===== config.mk =====
export PLATFORM = sky130hd
export DESIGN_NAME = ipc_port_arbiter
export DESIGN_NICKNAME = d
export VERILOG_FILES = /design/src/rtl/ipc_port_arbiter.sv
export SDC_FILE = /design/constraint.sdc
export NUM_CORES = 1
export LEC_CHECK = 0
export CORE_UTILIZATION = 30
export DETAILED_ROUTE_END_ITERATION = 6
export HOLD_SLACK_MARGIN = 0.12
export PLACE_DENSITY_LB_ADDON = 0.1
export SLEW_MARGIN = 20
export SYNTH_ARGS = -nofsm -noshare
export SYNTH_HDL_FRONTEND = slang
export SYNTH_SLANG_ARGS = --single-unit
export TNS_END_PERCENT = 20

===== constraint.sdc =====
create_clock -name clk -period 4.3 [get_ports clk]
set_input_delay 0.645 -clock clk [delete_from_list [all_inputs] [get_ports clk]]
set_output_delay 0.645 -clock clk [all_outputs]
set_load 0.02 [all_outputs]

===== src/rtl/ipc_port_arbiter.sv =====
// rtl/ipc_port_arbiter.sv - round-robin arbiter sharing one IPC input and one IPC output channel
module ipc_port_arbiter #(
    parameter int NUM_REQ = 4,
    parameter int NUM_DEV = 8,
    parameter int RD_WAIT = 1
) (
    input  logic                   clk,
    input  logic                   reset,
    input  logic [NUM_REQ-1:0]     req_valid,
    input  logic [NUM_REQ-1:0]     req_write,
    input  logic [NUM_REQ*8-1:0]   req_device_id,
    input  logic [NUM_REQ*32-1:0]  req_wdata,
    output logic [NUM_REQ-1:0]     req_ready,
    output logic [NUM_REQ-1:0]     rsp_valid,
    output logic [31:0]            rsp_rdata,
    output logic                   rsp_err,
    output logic [7:0]             ipc_out_device_id,
    output logic [31:0]            ipc_out_value,
    output logic                   ipc_wr_en,
    output logic [7:0]             ipc_in_device_id,
    input  logic [31:0]            ipc_in_value
);
    localparam int IDX_W = $clog2(NUM_REQ);
    localparam int CNT_W = $clog2(RD_WAIT + 1);
    localparam logic [8:0] NUM_DEV_W = 9'(NUM_DEV);

    typedef enum logic [1:0] {IDLE, WRITE, READ, RESP} state_t;

    state_t             state_q, state_d;
    logic [IDX_W-1:0]   rr_ptr_q, rr_ptr_d;
    logic [IDX_W-1:0]   g_q, g_d;
    logic               err_q, err_d;
    logic [31:0]        rdata_q, rdata_d;
    logic [CNT_W-1:0]   cnt_q, cnt_d;
    logic [7:0]         out_dev_q, out_dev_d;
    logic [31:0]        out_val_q, out_val_d;
    logic [7:0]         in_dev_q, in_dev_d;

    logic               grant_found;
    logic [IDX_W-1:0]   grant_idx;
    logic [IDX_W-1:0]   cand;
    logic               xfer;
    logic               sel_write;
    logic [7:0]         sel_dev;
    logic [31:0]        sel_wdata;
    logic               dev_err;

    // First valid requester at or after rr_ptr, wrapping modulo NUM_REQ
    always_comb begin
        grant_found = 1'b0;
        grant_idx   = '0;
        cand        = '0;
        for (int k = 0; k < NUM_REQ; k++) begin
            cand = IDX_W'((int'(rr_ptr_q) + k) % NUM_REQ);
            if (!grant_found && req_valid[cand]) begin
                grant_found = 1'b1;
                grant_idx   = cand;
            end
        end
    end

    always_comb begin
        req_ready = '0;
        if (state_q == IDLE && !reset && grant_found)
            req_ready = NUM_REQ'(1) << grant_idx;
    end

    assign xfer      = |(req_valid & req_ready);
    assign sel_write = req_write[grant_idx];
    assign sel_dev   = req_device_id[8*grant_idx +: 8];
    assign sel_wdata = req_wdata[32*grant_idx +: 32];
    assign dev_err   = {1'b0, sel_dev} >= NUM_DEV_W;

    always_ff @(posedge clk) begin
        if (reset) begin
            state_q   <= IDLE;
            rr_ptr_q  <= '0;
            g_q       <= '0;
            err_q     <= 1'b0;
            rdata_q   <= '0;
            cnt_q     <= '0;
            out_dev_q <= '0;
            out_val_q <= '0;
            in_dev_q  <= '0;
        end else begin
            state_q   <= state_d;
            rr_ptr_q  <= rr_ptr_d;
            g_q       <= g_d;
            err_q     <= err_d;
            rdata_q   <= rdata_d;
            cnt_q     <= cnt_d;
            out_dev_q <= out_dev_d;
            out_val_q <= out_val_d;
            in_dev_q  <= in_dev_d;
        end
    end

    // Output channel registers load on the transfer edge so they are valid alongside the strobe
    always_comb begin
        state_d   = state_q;
        rr_ptr_d  = rr_ptr_q;
        g_d       = g_q;
        err_d     = err_q;
        rdata_d   = rdata_q;
        cnt_d     = cnt_q;
        out_dev_d = out_dev_q;
        out_val_d = out_val_q;
        in_dev_d  = in_dev_q;
        case (state_q)
            IDLE: begin
                if (xfer) begin
                    g_d     = grant_idx;
                    err_d   = dev_err;
                    rdata_d = '0;
                    if (dev_err) begin
                        state_d = RESP;
                    end else if (sel_write) begin
                        state_d   = WRITE;
                        out_dev_d = sel_dev;
                        out_val_d = sel_wdata;
                    end else begin
                        state_d  = READ;
                        in_dev_d = sel_dev;
                        cnt_d    = CNT_W'(RD_WAIT);
                    end
                end
            end
            WRITE: state_d = RESP;
            READ: begin
                if (cnt_q == '0) begin
                    rdata_d = ipc_in_value;
                    state_d = RESP;
                end else begin
                    cnt_d = cnt_q - 1'b1;
                end
            end
            RESP: begin
                rr_ptr_d = (g_q == IDX_W'(NUM_REQ - 1)) ? '0 : g_q + 1'b1;
                state_d  = IDLE;
            end
            default: state_d = IDLE;
        endcase
    end

    always_comb begin
        rsp_valid = '0;
        rsp_err   = 1'b0;
        rsp_rdata = '0;
        ipc_wr_en = 1'b0;
        if (state_q == RESP) begin
            rsp_valid = NUM_REQ'(1) << g_q;
            rsp_err   = err_q;
            rsp_rdata = rdata_q;
        end
        if (state_q == WRITE)
            ipc_wr_en = 1'b1;
    end

    assign ipc_out_device_id = out_dev_q;
    assign ipc_out_value     = out_val_q;
    assign ipc_in_device_id  = in_dev_q;
endmodule


Word-level counts from Yosys, hierarchy flattened --
Cells that the tools add are included.
Word-level totals: register bits 88, input bits 202, output and inout bits 90, word-level logic and storage cells 90
Operators by class: add/sub/neg operators 5, order comparisons 6, equality and inequality tests 8, shift-type cells 4, muxes and demuxes 37, bitwise gates (word level) 3, reduce and logical (&&, ||, !) cells 18
Operators with widths (number):
- $shiftx A128 B8 Y32 | 1
- $mux W32 | 3
- $pmux W32 S2 | 1
- $shiftx A32 B6 Y8 | 1
- $mux W2 | 9
- $lt A2 B3 Y1 const B | 5
- $mux W1 | 15
- $reduce_and A4 Y1 | 3
- $bmux W1 S2 | 5
- $ge A8 B4 Y1 const B | 1
- $mux W4 | 2
- $ne A2 B2 Y1 const B | 4
- $pmux W2 S4 | 1
- $shl A1 B2 Y4 const A | 2
- $eq A2 B2 Y1 const B | 3
- $logic_and A1 B1 Y1 | 5
- $add A2 B1 Y2 const B | 2
- $add A2 B2 Y2 const B | 2
- $and A4 B4 Y4 | 1
- $logic_not A1 Y1 | 4
- $reduce_and A2 Y1 | 2
- $reduce_or A4 Y1 | 1
- $reduce_and A3 Y1 | 1
- $eq A2 B1 Y1 const B | 1
- 5 further kinds | 6

Depth between registers and ports, before layout --
Gate-level depths: netlist of run 1.
depth in word-level cells 18, depth in mapped cells 11, mapped depth without buffers 7

Worst setup path before layout of run 1 --
OpenSTA, ideal clock, no wires.
kind input -> output, start input req_valid[2], end output req_ready[2], arrival time 2.437 ns, required time 3.655 ns, slack 1.218 ns, cell stages on the path 8, buffers on the path 4, cells stage by stage nand2b_1 > a21oi_1 > or3_1 > buf_2 > buf_1 > buf_2 > clkbuf_1 > and3_1
Between the ends: longest elaborated chain between the ends 14, elaborated cells between the ends (all ways) 25
RTL lines:
- from (decl) | line 9 | input logic [NUM_REQ-1:0] req_valid,
- $bmux W1 S2 | line 55 | if (!grant_found && req_valid[cand]) begin
- $mux W1 (implied by the code) | line 55
- $mux W1 | line 55
- $logic_not A1 Y1 | line 55
- $logic_and A1 B1 Y1 | line 55
- $mux W1 | line 55
- $logic_not A1 Y1 | line 55
- $logic_and A1 B1 Y1 | line 55
- $mux W1 | line 55
- $logic_not A1 Y1 | line 55
- $logic_and A1 B1 Y1 | line 55
- $mux W2 or $mux W1 (tied branches) | line 55
- $shl A1 B2 Y4 or $logic_and A1 B1 Y1 (tied branches) | line 65, 64
- $mux W4 * | line 64 | if (state_q == IDLE && !reset && grant_found)
- to (decl) | line 13 | output logic [NUM_REQ-1:0] req_ready,
Mark *: on every way between the ends. The rest lies on a longest branch, timed or not. The select of a mux whose other input is x is not followed.

Worst setup path in the final report of run 1 --
start input req_valid[0], end output req_ready[0]
The elaborated chain is that of the path after synthesis.

==> impl_metrics.tcl, run 1 <==
set metrics [dict create \
    slew_violations 0 \
    synth_edf_count 0 \
    layout_common_cells "clkdlybuf4s50_1, nand2_1, dfxtp_1, nor2_1, mux2i_1" \
    drt_iter0_drc 217 \
    die_h_um 130 \
    p_leak_nw 3.12 \
    cp_slowest_cell "clkdlybuf4s50_1" \
    yosysUniqueCellTypes 44 \
    synth.top_cell.area_share_pct 35.7 \
    ys_async_sr_fraction_pct 0 \
    die_area_mm2 0.0170 \
    clock_latency_ns 0.34 \
    cts_sinks 88 \
    fin_crit_ns 3.74 \
    ys_ff_latch 88 \
    clk_pin_slew_ns 0.06 \
    powerDensity_mw_per_mm2 324 \
    antenna_found_initial 1 \
    setup_viol 0 \
    critical-path-max-stage-delay_ns 0.64 \
    crit_required_ns 3.65 \
    rsz0062_at_grt "false" \
    ant_nets 0 \
    cp-end-kind "primary output" \
    cp_common_cell "clkdlybuf4s50_1" \
    hold_path_class "reg2reg" \
    yosysTopAreaCell "dfxtp_1" \
    yosys-top-cells-area "dfxtp_1, nand2_1, mux2i_1" \
    finalHoldViolations 0 \
    critPathKind "in2out" \
    worst-path-buf-inv 3 \
    crit_family "buffers and inverters" \
    cts_resized 0 \
    grtUsageTotal_pct 19.4 \
    synthesis.area_mm2 0.00493 \
    nFillCells 1470 \
    finalPower_mw 2.69 \
    outcome "complete, no violations" \
    ys.flop_type "dfxtp_1" \
    drt-total-wl_um 16900 \
    grt_overflow 0 \
    via_count 5371 \
    drive_above_1_share_pct 4.77 \
    grt_pass1_wl_um 25300 \
    ys_warn_count 0 \
    top_level_ports 292 \
    seqCellArea_mm2 0.00176 \
    final_common_cell "clkdlybuf4s50_1" \
    syn_nets 847 \
    syn_to_final_growth_pct 68.4 \
    cts_root_buffer "clkbuf_16" \
    ir_drop_uv 246 \
    ctsHoldBuffers 0 \
    worstSetupStartpointType "input port" \
    multiInputGateArea_mm2 0.00295 \
    num_rows 46 \
    critical_path_arrival_ns 3.10 \
    postCtsSetupRepairBufs 0 \
    first_global_vias 5185 \
    drc_errors 0 \
    yosysSeqAreaShare_pct 35.7 \
    clock_path_buffers 2 \
    io_buffers 291 \
    syn_area_per_cell_um2 7.74 \
    maxSlewHeadroom_pct 36.2 \
    nets 1107 \
    die-width_um 130 \
    drt_pass1_iterations 4 \
    finalSetupTns_ns 0 \
    cts_buffers 9 \
    timing.hold.ws_ns 0.466 \
    dp_hpwl_um 13000 \
    place_congestion 0.776 \
    max_freq_ghz 0.267 \
    path_max_fanout 31 \
    viasPerCell 4.80 \
    final_cells 1119 \
    fin_crit_sh_pct 87.0 \
    syn_inst 637 \
    final_util_pct 52.1 \
    core_mm2 0.0159 \
    wl_per_cell_um 15.1 \
    fin_skew_ns 0.00478 \
    htreeDepth 3 \
    dp_cells 1102 \
    max_cap_viol_count 0 \
    cts_tree "built" \
    grt_max_degree 67 \
    cp_cell_sequence "clkdlybuf4s50_1 > a21oi_1 > o21a_1 > o22a_2 > buf_4 > nor3_1 > clkdlybuf4s50_1" \
    start_util_pct 30.9 \
    worstMarginPinSlew_ns 0.951 \
]
path summary, 6_finish.rpt:
check	startpoint	endpoint	slack [ns]	depth (start not counted)
setup reg to reg	rr_ptr_q[1]	ipc_out_value[31]	1.00	8
hold reg to reg	ipc_out_device_id[1]	ipc_out_device_id[1]	0.47	2
setup / recovery	req_valid[0]	req_ready[0]	0.56	7
hold / removal	ipc_out_device_id[1]	ipc_out_device_id[1]	0.47	2
worst reg2reg max path: cells and delay by family (launching register included):
| family | cells | cell delay, ns |
|---|---|---|
| and+or+nand+nor | 4 | 1.66 |
| DFF | 1 | 0.43 |
| buffers and inverters | 1 | 0.28 |
| AOI/OAI and AO/OA | 1 | 0.36 |
| muxes | 2 | 0.49 |
flip-flops by register name (all words and copies together) (netlist names), 2 cells and up:
register	count
g_q	2
rr_ptr_q	2
rdata_q	32
ipc_out_value	32
ipc_in_device_id	8
ipc_out_device_id	8
state_q	2
Yosys cell counts (2+ instances only):
cell and number:
dfxtp_1 88, o31ai_1 6, a311o_1 9, and2_1 37
nand2_1 142, mux2_2 9, a31oi_1 2, and3_1 3
clkbuf_1 36, o21ai_1 4, nand3_1 24, a22oi_1 33
a21o_1 2, nor2_1 53, nor3_1 4, or4_1 2
buf_6 3, buf_1 6, nand4_1 6, ha_1 8
a41oi_1 2, buf_2 5, nand2b_1 37, o21ai_0 25
a21oi_1 10, a221oi_1 2, inv_1 6, mux2i_1 47
o311a_1 2, nor3b_1 10
layout make-up:
type | instances | share of cell area, %
antenna | 1 | 0.0301
tap | 216 | 3.26
multi-input combinational | 492 | 35.5
inverter | 6 | 0.271
clock inverter | 4 | 0.633
timing repair buffer | 300 | 36.0
sequential | 88 | 21.2
clock buffer | 12 | 3.09
layer usage:
metal / track usage, % / vias to the layer above / share of wire [%] / wire length, um
li1: - / 2695 / - / -
met1: 19.9 / 2440 / 39 / 6540
met2: 36.7 / 208 / 51 / 8540
met3: 5.62 / 28 / 8.4 / 1420
met4: 7.87 / 0 / 2.4 / 407
met5: 0 / - / 0 / 0
report_power, final:
group	total, mW	leakage [nW]	internal, mW	switching, mW
combinational	0.958	2.26	0.432	0.526
sequential	0.926	0.711	0.886	0.0400
clock	0.804	0.153	0.483	0.320
total	2.69	3.12	1.80	0.886
cell families after synthesis:
family          after synthesis  share of synthesized area (%)
simple gates                326                           31.5
fa+ha+maj                     8                           2.03
buf+inv                      57                           5.00
mux                          56                           11.6
flops                        88                           35.7
compound gates              102                           14.2
metrics by stage:
stage	setup slack, ns	cell area, um2
after floorplan	1.22	4930
after global placement	0.472	7980
after detailed placement	0.338	7990
after CTS	0.570	8300
after global routing	0.458	8300
final	0.558	8300
(Power assumes the default switching activity.)
==> inputs of run 2 (changes only) <==
- CAP_MARGIN: not set -> 10
- clock period: 4.3 -> 3.89 ns (I/O delays scaled with it)
==> run 2 against run 1 <==
Net effect:
- non-clock buffer count rose by 6
- critical endpoint is now ipc_out_value[15]
- flip-flop and latch count did not move
- total power rose by 9.9%
- clock skew rose by 0.0054 ns
- clock power rose by 6.8%
- via count did not move
- sequential share of layout area fell by 0.096 points
- core utilization rose by 0.24 points
- wire length fell by 0.30%
==> impl_metrics.tcl, run 2 (synthesis results as in run 1) <==
set metrics [dict create \
    start_util_pct 30.9 \
    p_leak_nw 3.14 \
    die_h_um 130 \
    ant_nets 0 \
    finalPower_mw 2.95 \
    grt_use_met2_pct 35.5 \
    syn_to_final_growth_pct 69.1 \
    antenna_found_initial 1 \
    hold_path_class "reg2reg" \
    grt_overflow 0 \
    power_frac_clock_pct 29.1 \
    crit_required_ns 4.15 \
    top_level_ports 292 \
    die_area_mm2 0.0170 \
    grt_max_degree 67 \
    io_buffers 291 \
    clk_pin_slew_ns 0.06 \
    via_count 5371 \
    layout_common_cells "clkdlybuf4s50_1, nand2_1, dfxtp_1, nor2_1, mux2i_1" \
    cp-end-kind "flop" \
    dp_slack_ns -0.318 \
    ir_drop_uv 196 \
    rsz0062_at_grt "false" \
    num_rows 46 \
    rrSetupSlack_ns 0.67 \
    setup_viol 0 \
    worstMarginPinSlew_ns 0.823 \
    critPathCapture "ipc_out_value[15]" \
    clock_latency_ns 0.34 \
    use_met1_pct 20.8 \
    place_congestion 0.762 \
    cts_buffers 9 \
    critPathKind "in2reg" \
    swShare_pct 32.9 \
    power_frac_comb_pct 36.2 \
    timing.hold.ws_ns 0.467 \
    drt_iter0_drc 219 \
    maxSlewHeadroom_pct 44.9 \
    viasPerCell 4.78 \
    nets 1113 \
    r2r_cells 10 \
    grtUsageTotal_pct 19.4 \
    core_mm2 0.0159 \
    cts_tree "built" \
    p_int_mw 1.98 \
    grt_pass1_wl_um 25400 \
    critical_path_arrival_ns 3.80 \
    powerDensity_mw_per_mm2 354 \
    startpoint "req_valid[2]" \
    htreeDepth 3 \
    r2r-end "ipc_out_value[15]" \
    worstSetupStartpointType "input port" \
    die-width_um 130 \
    slew_violations 0 \
    fin_crit_sh_pct 91.1 \
    wl_per_cell_um 15.0 \
    p_sw_uw 971 \
    dpl-instance-area_mm2 0.00803 \
    fin_crit_ns 3.54 \
    drt-total-wl_um 16900 \
    finalHoldViolations 0 \
    drt_pass1_iterations 5 \
    drc_errors 0 \
    fin_skew_ns 0.0102 \
    r2r_start "rr_ptr_q[1]" \
    max_freq_ghz 0.282 \
    path_max_fanout 57 \
    grt-busiest-layer "met2" \
    fin_area_mm2 0.00834 \
    max_cap_viol_count 0 \
    drive_above_1_share_pct 5.18 \
    cts_root_buffer "clkbuf_16" \
    first_global_vias 5220 \
    final_common_cell "clkdlybuf4s50_1" \
    share_seq_of_total_power_pct 34.7 \
    grt_util_met3_pct 5.29 \
    cts_sinks 88 \
    clock_path_buffers 2 \
    outcome "complete, no violations" \
    setup_slack_ns 0.348 \
    dp_hpwl_um 13100 \
]
==> run 2: cell count changes in the layout (fill, tap and decap cells not counted) <==
cell        delta
buf_12         +1
buf_4          +5
clkbuf_1       +1
clkbuf_8       -1
clkinv_4       -2
clkinvlp_4     +1
==> run 2: routing by layer <==
metal | part of all wire (%) | up-vias
met3 | 7.7 | 31
met1 | 40 | 2427
met5 | 0 | -
li1 | - | 2706
met4 | 2.7 | 0
met2 | 50 | 207
==> run 2: worst min path at each step <==
stage / start / cells after the start / end
after floorplan: rdata_q[23] / 2 / rdata_q[23]
after global placement: ipc_in_device_id[0] / 2 / ipc_in_device_id[0]
after detailed placement: ipc_out_device_id[1] / 2 / ipc_out_device_id[1]
after CTS: ipc_out_device_id[1] / 2 / ipc_out_device_id[1]
after global routing: ipc_out_device_id[7] / 1 / ipc_out_device_id[7]
final: ipc_out_device_id[1] / 2 / ipc_out_device_id[1]
==> run 2: worst max-delay path, stage by stage <==
cell,delay (ns)
clkdlybuf4s50_1,0.52
nand2b_1,0.07
a21oi_1,0.20
or3_2,0.23
buf_4,0.27
buf_12,0.28
a221oi_1,0.17
or4_1,0.60
nor3_4,0.28
buf_12,0.28
mux2i_1,0.23
==> run 2: per-stage QoR <==
| stage | instances | util [%] | TNS [ns] |
|---|---|---|---|
| after floorplan | 637 | - | 0 |
| after global placement | 1108 | 50.3 | -4.87 |
| after detailed placement | 1108 | 50.4 | -12.84 |
| after CTS | 1123 | 52.2 | 0 |
| after global routing | 1123 | 52.3 | 0 |
| final | 1124 | 52.3 | 0 |
==> run 2: what timing repair did <==
action | in CTS | in global routing
gates resized for setup | 0 | 4
buffers inserted | 0 | 0
endpoints found under the setup margin | 0 | 45
hold buffers | 0 | 0
==> run 2: power groups by stage <==
| stage | Combinational, mW | Sequential [mW] | Clock, mW |
|---|---|---|---|
| after global placement | 1.05 | 1.04 | 0 |
| after CTS | 1.08 | 1.03 | 0.885 |
| after global routing | 1.18 | 1.04 | 0.924 |
| final | 1.07 | 1.03 | 0.859 |
| after floorplan | 0.619 | 1.04 | 0 |
| after detailed placement | 1.07 | 1.04 | 0 |
==> run 2: area by class of cell <==
| type | count | area, um2 |
|---|---|---|
| repair buffers | 306 | 3050 |
| diodes | 1 | 2.50 |
| inverters | 6 | 22.5 |
| clock buffers | 12 | 246 |
| fillers | 1499 | 7600 |
| clock inverters | 3 | 42.5 |
| well taps | 216 | 270 |
| multi-input cells | 492 | 2950 |
| flip-flops and latches | 88 | 1760 |
==> inputs of run 3 (changes only) <==
- DONT_BUFFER_PORTS: not set -> 1
- TNS_END_PERCENT: 20 -> 30
==> run 3 against run 2 <==
Net effect:
- register-to-register slack improved by 0.03 ns
- wire length decreased by 17%
- non-clock buffer count decreased by 299
- setup slack improved by 0.35 ns
- cell area decreased by 36%
- total power decreased by 9.4%
- first-iteration DRC count decreased by 1.4%
- clock power increased by 1%
- sequential share of layout area increased by 12 points
- sequential power about the same
- flip-flop and latch count unchanged
- clock skew decreased by 0.0035 ns
==> impl_metrics.tcl, run 3 (synthesis results as in run 1) <==
set metrics [dict create \
    outcome "complete, no violations" \
    multiInputGateArea_mm2 0.00295 \
    finalPower_mw 2.68 \
    grt_pass1_wl_um 20700 \
    cp_cell_sequence "mux2i_1 > nor2_1 > or3_2 > o311a_1 > or4_1 > nor3_4 > buf_12 > mux2i_1" \
    p_leak_nw 2.01 \
    cp_common_cell "mux2i_1" \
    critical_path_arrival_ns 3.45 \
    viasPerCell 5.22 \
    rrSetupSlack_ns 0.70 \
    start_util_pct 30.9 \
    timing.hold.ws_ns 0.310 \
    wl_per_cell_um 17.1 \
    clock_path_buffers 2 \
    path_max_fanout 40 \
    critPathCapture "ipc_out_value[12]" \
    final_util_pct 33.6 \
    final_cells 824 \
    startpoint "rr_ptr_q[1]" \
    fin_area_mm2 0.00536 \
    clk_pin_slew_ns 0.07 \
    grt_max_degree 99 \
    finalHoldViolations 0 \
    fin_crit_sh_pct 82.0 \
    grtUsageTotal_pct 16.1 \
    cts_sinks 88 \
    r2r_start "rr_ptr_q[1]" \
    via_count 4299 \
    dp_slack_ns 0.548 \
    worstMarginPinSlew_ns 0.828 \
    finalSetupTns_ns 0 \
    powerDensity_mw_per_mm2 499 \
    critPathKind "reg2reg" \
    postCtsSetupRepairBufs 0 \
    place_congestion 0.730 \
    drt_iter0_drc 216 \
    cts_tree "built" \
    ctsHoldBuffers 0 \
    setup_slack_ns 0.701 \
    dpl-instance-area_mm2 0.00506 \
    die_h_um 130 \
    slew_violations 0 \
    syn_to_final_growth_pct 8.75 \
    max_cap_viol_count 0 \
    final_common_cell "nand2_1" \
    drt_pass1_iterations 4 \
    num_rows 46 \
    fin_crit_ns 3.19 \
    nets 814 \
    grt_overflow 0 \
    dp_cells 809 \
    die_area_mm2 0.0170 \
    critical-path-max-stage-delay_ns 0.69 \
    r2r_cells 8 \
    cts_resized 0 \
    setup_viol 0 \
    first_global_vias 4062 \
    clock_latency_ns 0.34 \
    maxSlewHeadroom_pct 44.6 \
    dp_hpwl_um 10300 \
    hold_path_class "in2reg" \
    die-width_um 130 \
    cts_root_buffer "clkbuf_16" \
    nFillCells 1708 \
    ant_nets 0 \
    core_mm2 0.0159 \
    top_level_ports 292 \
    drive_above_1_share_pct 6.58 \
    cp-end-kind "flop" \
    worstSetupStartpointType "flop" \
    ir_drop_uv 190 \
    layout_common_cells "nand2_1, dfxtp_1, nor2_1, mux2i_1" \
    max_freq_ghz 0.314 \
    cts_buffers 9 \
    diodes 0 \
    rsz0062_at_grt "false" \
    crit_required_ns 4.15 \
    io_buffers 0 \
    htreeDepth 3 \
    cp_slowest_cell "or4_1" \
    fin_skew_ns 0.00669 \
    antenna_found_initial 0 \
    drc_errors 0 \
    seqCellArea_mm2 0.00176 \
    r2r-end "ipc_out_value[12]" \
    drt-total-wl_um 14100 \
]
-- run 3: changes by cell type in the layout (fill, tap and decap cells not counted), sizes merged --
| cell | delta |
|---|---|
| clkbuf | -3 |
| clkdlybuf4s50 | -290 |
| clkinv | +1 |
| diode | -1 |
| inv | +1 |
| clkinvlp | +1 |
| buf | -9 |
-- run 3: worst max-delay path, delay by kind of cell (launching register included) --
kind / cells / cell delay, ns
muxes: 2 / 0.42
and+or+nand+nor: 4 / 1.61
AOI/OAI and AO/OA: 1 / 0.33
buffers and inverters: 1 / 0.28
DFF: 1 / 0.42
-- run 3: how the worst min path moves through the flow --
| stage | start | end | depth (start not counted) |
|---|---|---|---|
| floorplan | rdata_q[23] | rdata_q[23] | 2 |
| global placement | rdata_q[24] | rdata_q[24] | 2 |
| detailed placement | rdata_q[30] | rdata_q[30] | 2 |
| CTS | reset | rdata_q[21] | 1 |
| global route | reset | rdata_q[29] | 1 |
| finish | reset | rdata_q[31] | 1 |
-- run 3: area by class of cell --
cell class / instances / area share (%)
clock buffer: 9 / 4.20
sequential: 88 / 32.9
inverter: 6 / 0.420
clock inverter: 6 / 1.31
tap: 216 / 5.04
timing repair buffer: 7 / 1.21
multi-input combinational: 492 / 55.0
-- run 3: metal layers --
| layer | GRT usage (%) | up-vias | part of all wire, % |
|---|---|---|---|
| li1 | - | 2106 | - |
| met2 | 27.4 | 199 | 48 |
| met1 | 18.0 | 1967 | 41 |
| met4 | 6.98 | 0 | 2.5 |
| met3 | 5.78 | 27 | 8.7 |
| met5 | 0 | - | 0 |
-- run 3: report_power, final --
group,switching [mW],internal (mW)
Combinational,0.502,0.263
Sequential,0.0613,0.980
Clock,0.372,0.498
